`src/rtl/val2_shift_sequencer_pkg.sv`:
```
// val2_shift_sequencer_pkg
//   Shared EXE-stage definitions for the iterative Val2 shifter:
//   sequencer state encoding, ARM shift-type codes and the default
//   per-cycle shift distance.
package val2_shift_sequencer_pkg;

    localparam int unsigned STEP_BITS_DEFAULT = 4;

    typedef enum logic [1:0] {
        ST_IDLE  = 2'd0,
        ST_SHIFT = 2'd1,
        ST_DONE  = 2'd2
    } seq_state_e;

    typedef enum logic [1:0] {
        SH_LSL = 2'b00,
        SH_LSR = 2'b01,
        SH_ASR = 2'b10,
        SH_ROR = 2'b11
    } shift_type_e;

    // Sign-extend the 12-bit load/store offset field.
    function automatic logic [31:0] sext12(input logic [11:0] v);
        return {{20{v[11]}}, v};
    endfunction

endpackage

```
`src/rtl/val2_shift_sequencer_shift_step.sv`:
```
// val2_shift_sequencer_shift_step
//   Combinational single shift step of distance s (0..16).
//   Ports:
//     value     in  32  pre-step value
//     sh_type   in  2   shift type (LSL/LSR/ASR/ROR)
//     s         in  5   shift distance for this step
//     result    out 32  post-step value
//     carry_out out 1   last bit shifted out (undefined meaning when s==0)
module val2_shift_sequencer_shift_step
    import val2_shift_sequencer_pkg::*;
(
    input  logic [31:0] value,
    input  shift_type_e sh_type,
    input  logic [4:0]  s,
    output logic [31:0] result,
    output logic        carry_out
);

    logic [32:0] lsl_ext;
    logic [32:0] lsr_ext;
    logic [32:0] asr_ext;
    logic [31:0] ror_res;

    // A guard bit above (LSL) or below (LSR/ASR) the value catches the
    // last bit shifted out without a variable-index select.
    assign lsl_ext = {1'b0, value} << s;
    assign lsr_ext = {value, 1'b0} >> s;
    assign asr_ext = $signed({value, 1'b0}) >>> s;
    assign ror_res = (value >> s) | (value << (6'd32 - {1'b0, s}));

    always_comb begin
        result    = value;
        carry_out = 1'b0;
        unique case (sh_type)
            SH_LSL: begin
                result    = lsl_ext[31:0];
                carry_out = lsl_ext[32];
            end
            SH_LSR: begin
                result    = lsr_ext[32:1];
                carry_out = lsr_ext[0];
            end
            SH_ASR: begin
                result    = asr_ext[32:1];
                carry_out = asr_ext[0];
            end
            SH_ROR: begin
                result    = ror_res;
                carry_out = ror_res[31];
            end
            default: ;
        endcase
    end

endmodule

```
`src/rtl/val2_shift_sequencer.sv`:
```
// val2_shift_sequencer
//   Multi-cycle generator of the EXE-stage ALU operand Val2 and the
//   shifter carry-out. Shifts at most STEP_BITS positions per cycle.
//   Ports:
//     clk           in  1   clock, rising edge
//     rst           in  1   synchronous active-high reset
//     start         in  1   job request, sampled only in IDLE
//     Val_Rm        in  32  register operand Rm
//     imm           in  1   rotated immed_8 form
//     selmem        in  1   load/store offset form (priority over imm)
//     Shift_operand in  12  instruction bits [11:0]
//     carry_in      in  1   current CPSR C flag
//     busy          out 1   high while shifting
//     done          out 1   one-cycle result-valid pulse
//     Val2          out 32  result, held until next done
//     shift_carry   out 1   shifter carry-out, held with Val2
module val2_shift_sequencer
    import val2_shift_sequencer_pkg::*;
#(
    parameter int unsigned STEP_BITS = STEP_BITS_DEFAULT
) (
    input  logic        clk,
    input  logic        rst,
    input  logic        start,
    input  logic [31:0] Val_Rm,
    input  logic        imm,
    input  logic        selmem,
    input  logic [11:0] Shift_operand,
    input  logic        carry_in,
    output logic        busy,
    output logic        done,
    output logic [31:0] Val2,
    output logic        shift_carry
);

    localparam logic [4:0] STEP_W = 5'(STEP_BITS);

    seq_state_e  state_q, state_d;
    logic [31:0] work_q,  work_d;
    shift_type_e type_q,  type_d;
    logic [4:0]  rem_q,   rem_d;
    logic [31:0] val2_q,  val2_d;
    logic        carry_q, carry_d;

    logic [4:0]  step;
    logic [31:0] step_res;
    logic        step_carry;

    logic [31:0] cap_op;
    shift_type_e cap_type;
    logic [4:0]  cap_amt;

    assign step = (rem_q > STEP_W) ? STEP_W : rem_q;

    val2_shift_sequencer_shift_step u_step (
        .value     (work_q),
        .sh_type   (type_q),
        .s         (step),
        .result    (step_res),
        .carry_out (step_carry)
    );

    // Decode of the job presented on the inputs (non-memory forms).
    always_comb begin
        if (imm) begin
            cap_op   = {24'd0, Shift_operand[7:0]};
            cap_type = SH_ROR;
            cap_amt  = {Shift_operand[11:8], 1'b0};
        end else begin
            cap_op   = Val_Rm;
            cap_type = shift_type_e'(Shift_operand[6:5]);
            cap_amt  = Shift_operand[11:7];
        end
    end

    always_comb begin
        state_d = state_q;
        work_d  = work_q;
        type_d  = type_q;
        rem_d   = rem_q;
        val2_d  = val2_q;
        carry_d = carry_q;
        unique case (state_q)
            ST_IDLE: begin
                if (start) begin
                    if (selmem) begin
                        val2_d  = sext12(Shift_operand);
                        carry_d = carry_in;
                        state_d = ST_DONE;
                    end else if (cap_amt == 5'd0) begin
                        val2_d  = cap_op;
                        carry_d = carry_in;
                        state_d = ST_DONE;
                    end else begin
                        work_d  = cap_op;
                        type_d  = cap_type;
                        rem_d   = cap_amt;
                        state_d = ST_SHIFT;
                    end
                end
            end
            ST_SHIFT: begin
                work_d = step_res;
                rem_d  = rem_q - step;
                if (rem_d == 5'd0) begin
                    val2_d  = step_res;
                    carry_d = step_carry;
                    state_d = ST_DONE;
                end
            end
            ST_DONE: state_d = ST_IDLE;
            default: state_d = ST_IDLE;
        endcase
    end

    always_ff @(posedge clk) begin
        if (rst) begin
            state_q <= ST_IDLE;
            work_q  <= '0;
            type_q  <= SH_LSL;
            rem_q   <= '0;
            val2_q  <= '0;
            carry_q <= 1'b0;
        end else begin
            state_q <= state_d;
            work_q  <= work_d;
            type_q  <= type_d;
            rem_q   <= rem_d;
            val2_q  <= val2_d;
            carry_q <= carry_d;
        end
    end

    assign busy        = (state_q == ST_SHIFT);
    assign done        = (state_q == ST_DONE);
    assign Val2        = val2_q;
    assign shift_carry = carry_q;

endmodule

```
`config.mk`:
```
export PLATFORM = sky130hd
export DESIGN_NAME = val2_shift_sequencer
export DESIGN_NICKNAME = d
export VERILOG_FILES = /design/src/rtl/val2_shift_sequencer_pkg.sv /design/src/rtl/val2_shift_sequencer_shift_step.sv /design/src/rtl/val2_shift_sequencer.sv
export SDC_FILE = /design/constraint.sdc
export NUM_CORES = 1
export LEC_CHECK = 0
export BUFFER_PORTS_ARGS = -buffer_cell sky130_fd_sc_hd__buf_2
export CORE_MARGIN = 2
export CORE_UTILIZATION = 56
export CTS_CLUSTER_DIAMETER = 60
export DETAILED_ROUTE_END_ITERATION = 12
export PLACE_DENSITY = 0.77
export SLEW_MARGIN = 5
export SYNTH_ARGS = -nofsm -noshare
export SYNTH_HDL_FRONTEND = slang
export SYNTH_SLANG_ARGS = --single-unit
```
`constraint.sdc`:
```
create_clock -name clk -period 9.85 [get_ports clk]
set_input_delay 1.97 -clock clk [delete_from_list [all_inputs] [get_ports clk]]
set_output_delay 1.97 -clock clk [all_outputs]
set_load 0.02 [all_outputs]
```
==> run_results.csv <==
group,metric,value,unit
outcome,status,"completed",
layout,diodes,0,
critical_path,crit_path_end_kind,"flip-flop",
placed_design,pre_cts_ws,5.47,ns
clock_network,cts.hold.buffers_added,0,
global_route,antenna_found_initial,1,
timing,fin_ws,5.42,ns
critical_path,reg2reg_slack,5.42,ns
timing,fmax,0.226,GHz
critical_path,start_kind,"flip-flop",
timing,tightest_slew,1.22,ns
clock_network,cts_root_buf,"clkbuf_16",
layout,syn_to_final_growth,8.17,%
placed_design,hpwl,17800,um
logic_synthesis,synth-seq-cells,74,
critical_path,worst-r2r-cell-count,10,
clock_network,cts-buffers-inserted,9,
timing,rsz0062_at_grt,"no",
floorplanning,ioPinCount,85,
floorplanning,die_h,117,um
clock_network,insertion_delay,0.34,ns
layout,post-route-util,61.7,%
layout,nets,959,
critical_path,crit_arrival,4.61,ns
min_path,min_path_cells,2,
detailed_routing,routedWlPerCell,24.7,um
detailed_routing,antenna_left,0,
global_route,grt_pass1_vias,6963,
critical_path,critPathKind,"flip-flop to flip-flop",
clock_network,clock_sinks,74,
global_route,grt_usage,39.7,%
critical_path,required,10.03,ns
detailed_routing,drtIter0Drc,1217,
critical_path,crit_chain,"or3_1 -> nor2_2 -> inv_2 -> ha_1 -> inv_1 -> mux4_2 -> o21a_1 -> a41o_1 -> a2111oi_1 -> o32ai_1",
critical_path,slowest_stage,"inv_1",
logic_synthesis,synth_flop_cell,"dfxtp_1",
layout,fill_cells,1153,
logic_synthesis,yosysMostFrequentCell,"a21oi_1",
timing,slew_violations,0,
run,maxCapViolCount,0,
detailed_routing,post_drt_via_cell_ratio,7.16,
floorplanning,design.die.area,13700,sq um
floorplanning,die_w,117,um
detailed_routing,dr.pass1.iters,9,
critical_path,crit_family,"compound AO/OA/AOI/OAI gates",
critical_path,path_buf_inv,2,
logic_synthesis,synth_edf_count,0,
floorplanning,row_count,41,
timing,hold_viol,0,
logic_synthesis,ys_seq_area_share,20.8,%
detailed_routing,via_count,7760,
timing,setup_viol,0,
layout,multi_input_area,5150,sq um
critical_path,cp_slowest_stage_delay,0.69,ns
logic_synthesis,synth-async-reset-ratio,0,%
floorplanning,start_util,57.0,%
logic_synthesis,syn_area,7130,sq um
clock_network,clockBufferDepth,2,
timing,relSlewSlack,18.2,%
placed_design,gp_congestion,1.02,
detailed_routing,drc_errors,0,
global_route,grt_start_max_net_pins,57,
logic_synthesis,yosys-top-cells-area,"dfxtp_1 21%, mux4_2 13%, mux2i_1 8.4%, a21oi_1 7.2%, nand2_1 4.6%",
placed_design,port-buffer-count,84,
detailed_routing,drt_wl_total,26700,um
layout,final-seq-area,1480,sq um
timing,finalClockSkew,0.00499,ns
clock_network,cts-resized-gates,0,
floorplanning,core_area,12500,sq um
critical_path,crit_fanout,22,
logic_synthesis,ys_types,77,
pwr,power_density,156,nW/um^2
clock_network,cts_tree,"yes",
global_route,grt_pass1_wl,41300,um
timing,fin_crit,4.43,ns
timing,period_share,44.9,%
clock_network,clkSlewWorstSetupHoldPaths,0.06,ns
pwr,power,1.20,mW
critical_path,cp.depth,10,
logic_synthesis,synth_fp_nets,955,
pwr,p_leak,2.97,nW
logic_synthesis,synth_commonest_cells,"102 x a21oi_1, 88 x nand2_1, 83 x clkbuf_1",
logic_synthesis,synth_area_leader_cell,"dfxtp_1",
clock_network,cts_setup_buffers,0,
clock_network,htreeDepth,3,
timing,fin_tns_setup,0,ns
min_path,hold_path_class,"flip-flop to flip-flop",
logic_synthesis,ys_warn_count,0,
logic_synthesis,synth_top_area_share,20.8,%
layout,drive_above_1_share,21.8,%
global_route,overflow,0,
logic_synthesis,syn_inst,903,
pwr,ir_worst_vdd,140,uV
logic_synthesis,avgSynthCellArea,7.90,sq um
sequential cells by signal (all words and copies together) (netlist names):
name         count
type_q           2
shift_carry      1
state_q          2
Val2            32
rem_q            5
work_q          32
metrics by stage:
stage                     cells  instance area (sq um)  hold WS (ns)
after global placement     1068                   7450         0.448
after detailed placement   1068                   7450         0.449
after floorplan             903                   7130         0.530
final                      1084                   7720         0.461
after global routing       1084                   7720         0.472
after CTS                  1084                   7720         0.463
worst paths after layout:
check | startpoint | to
worst min register to register | Val2[9] | Val2[9]
worst min-delay path | Val2[9] | Val2[9]
worst max register to register | rem_q[2] | Val2[30]
worst max-delay path | rem_q[2] | Val2[30]
worst min-delay path: stages (launching register included):
cell	delay (ns)
dfxtp_1	0.31
nand3_1	0.06
o21ai_1	0.05
routing by layer:
metal | up-vias | part of all wire, % | global-route usage, % | wire [um]
met5 | - | 0.049 | 0 | 13
met4 | 2 | 3.4 | 13.9 | 922
met3 | 91 | 14 | 9.73 | 3750
met2 | 584 | 42 | 56.7 | 11200
met1 | 3644 | 41 | 58.5 | 10900
li1 | 3439 | - | - | -
where the power goes:
group | switching (mW) | internal, mW | leakage, nW
sequential | 0.0721 | 0.329 | 0.609
combinational | 0.314 | 0.189 | 2.23
clock | 0.131 | 0.169 | 0.131
total | 0.517 | 0.687 | 2.97
area by class of cell:
type,instances,share of cell area [%]
clock inverter,7,0.567
sequential,74,19.2
multi-input combinational,708,66.8
timing repair buffer,101,7.10
inverter,13,0.632
tap,172,2.79
clock buffer,9,2.92
logic make-up (layout without fill, tap and decap cells):
| kind of cell | Yosys count | count (layout) | synth area share, % |
|---|---|---|---|
| other | 1 | 1 | 0.0526 |
| AO/OA/AOI/OAI | 318 | 318 | 29.5 |
| adder cells (fa/ha/maj) | 2 | 2 | 0.351 |
| multiplexers | 128 | 128 | 25.5 |
| buffers and inverters | 121 | 130 | 7.07 |
| AND/OR/NAND/NOR | 258 | 258 | 16.5 |
| XOR/XNOR | 1 | 1 | 0.228 |
| flip-flops | 74 | 74 | 20.8 |
layout by cell type (no fill, tap or decap), drive strengths merged, types with 9 or more instances in the layout:
cell       n
dfxtp     74
mux2      28
clkbuf     9
nand3     24
mux2i     60
a21oi    102
nor2      79
a31oi     12
o211ai    14
o21ai     57
a2111oi    9
mux4      40
inv       12
a211oi    38
buf      101
nor3      24
and3       9
nand2     88
Note: power is estimated with default switching activity, not from simulation.
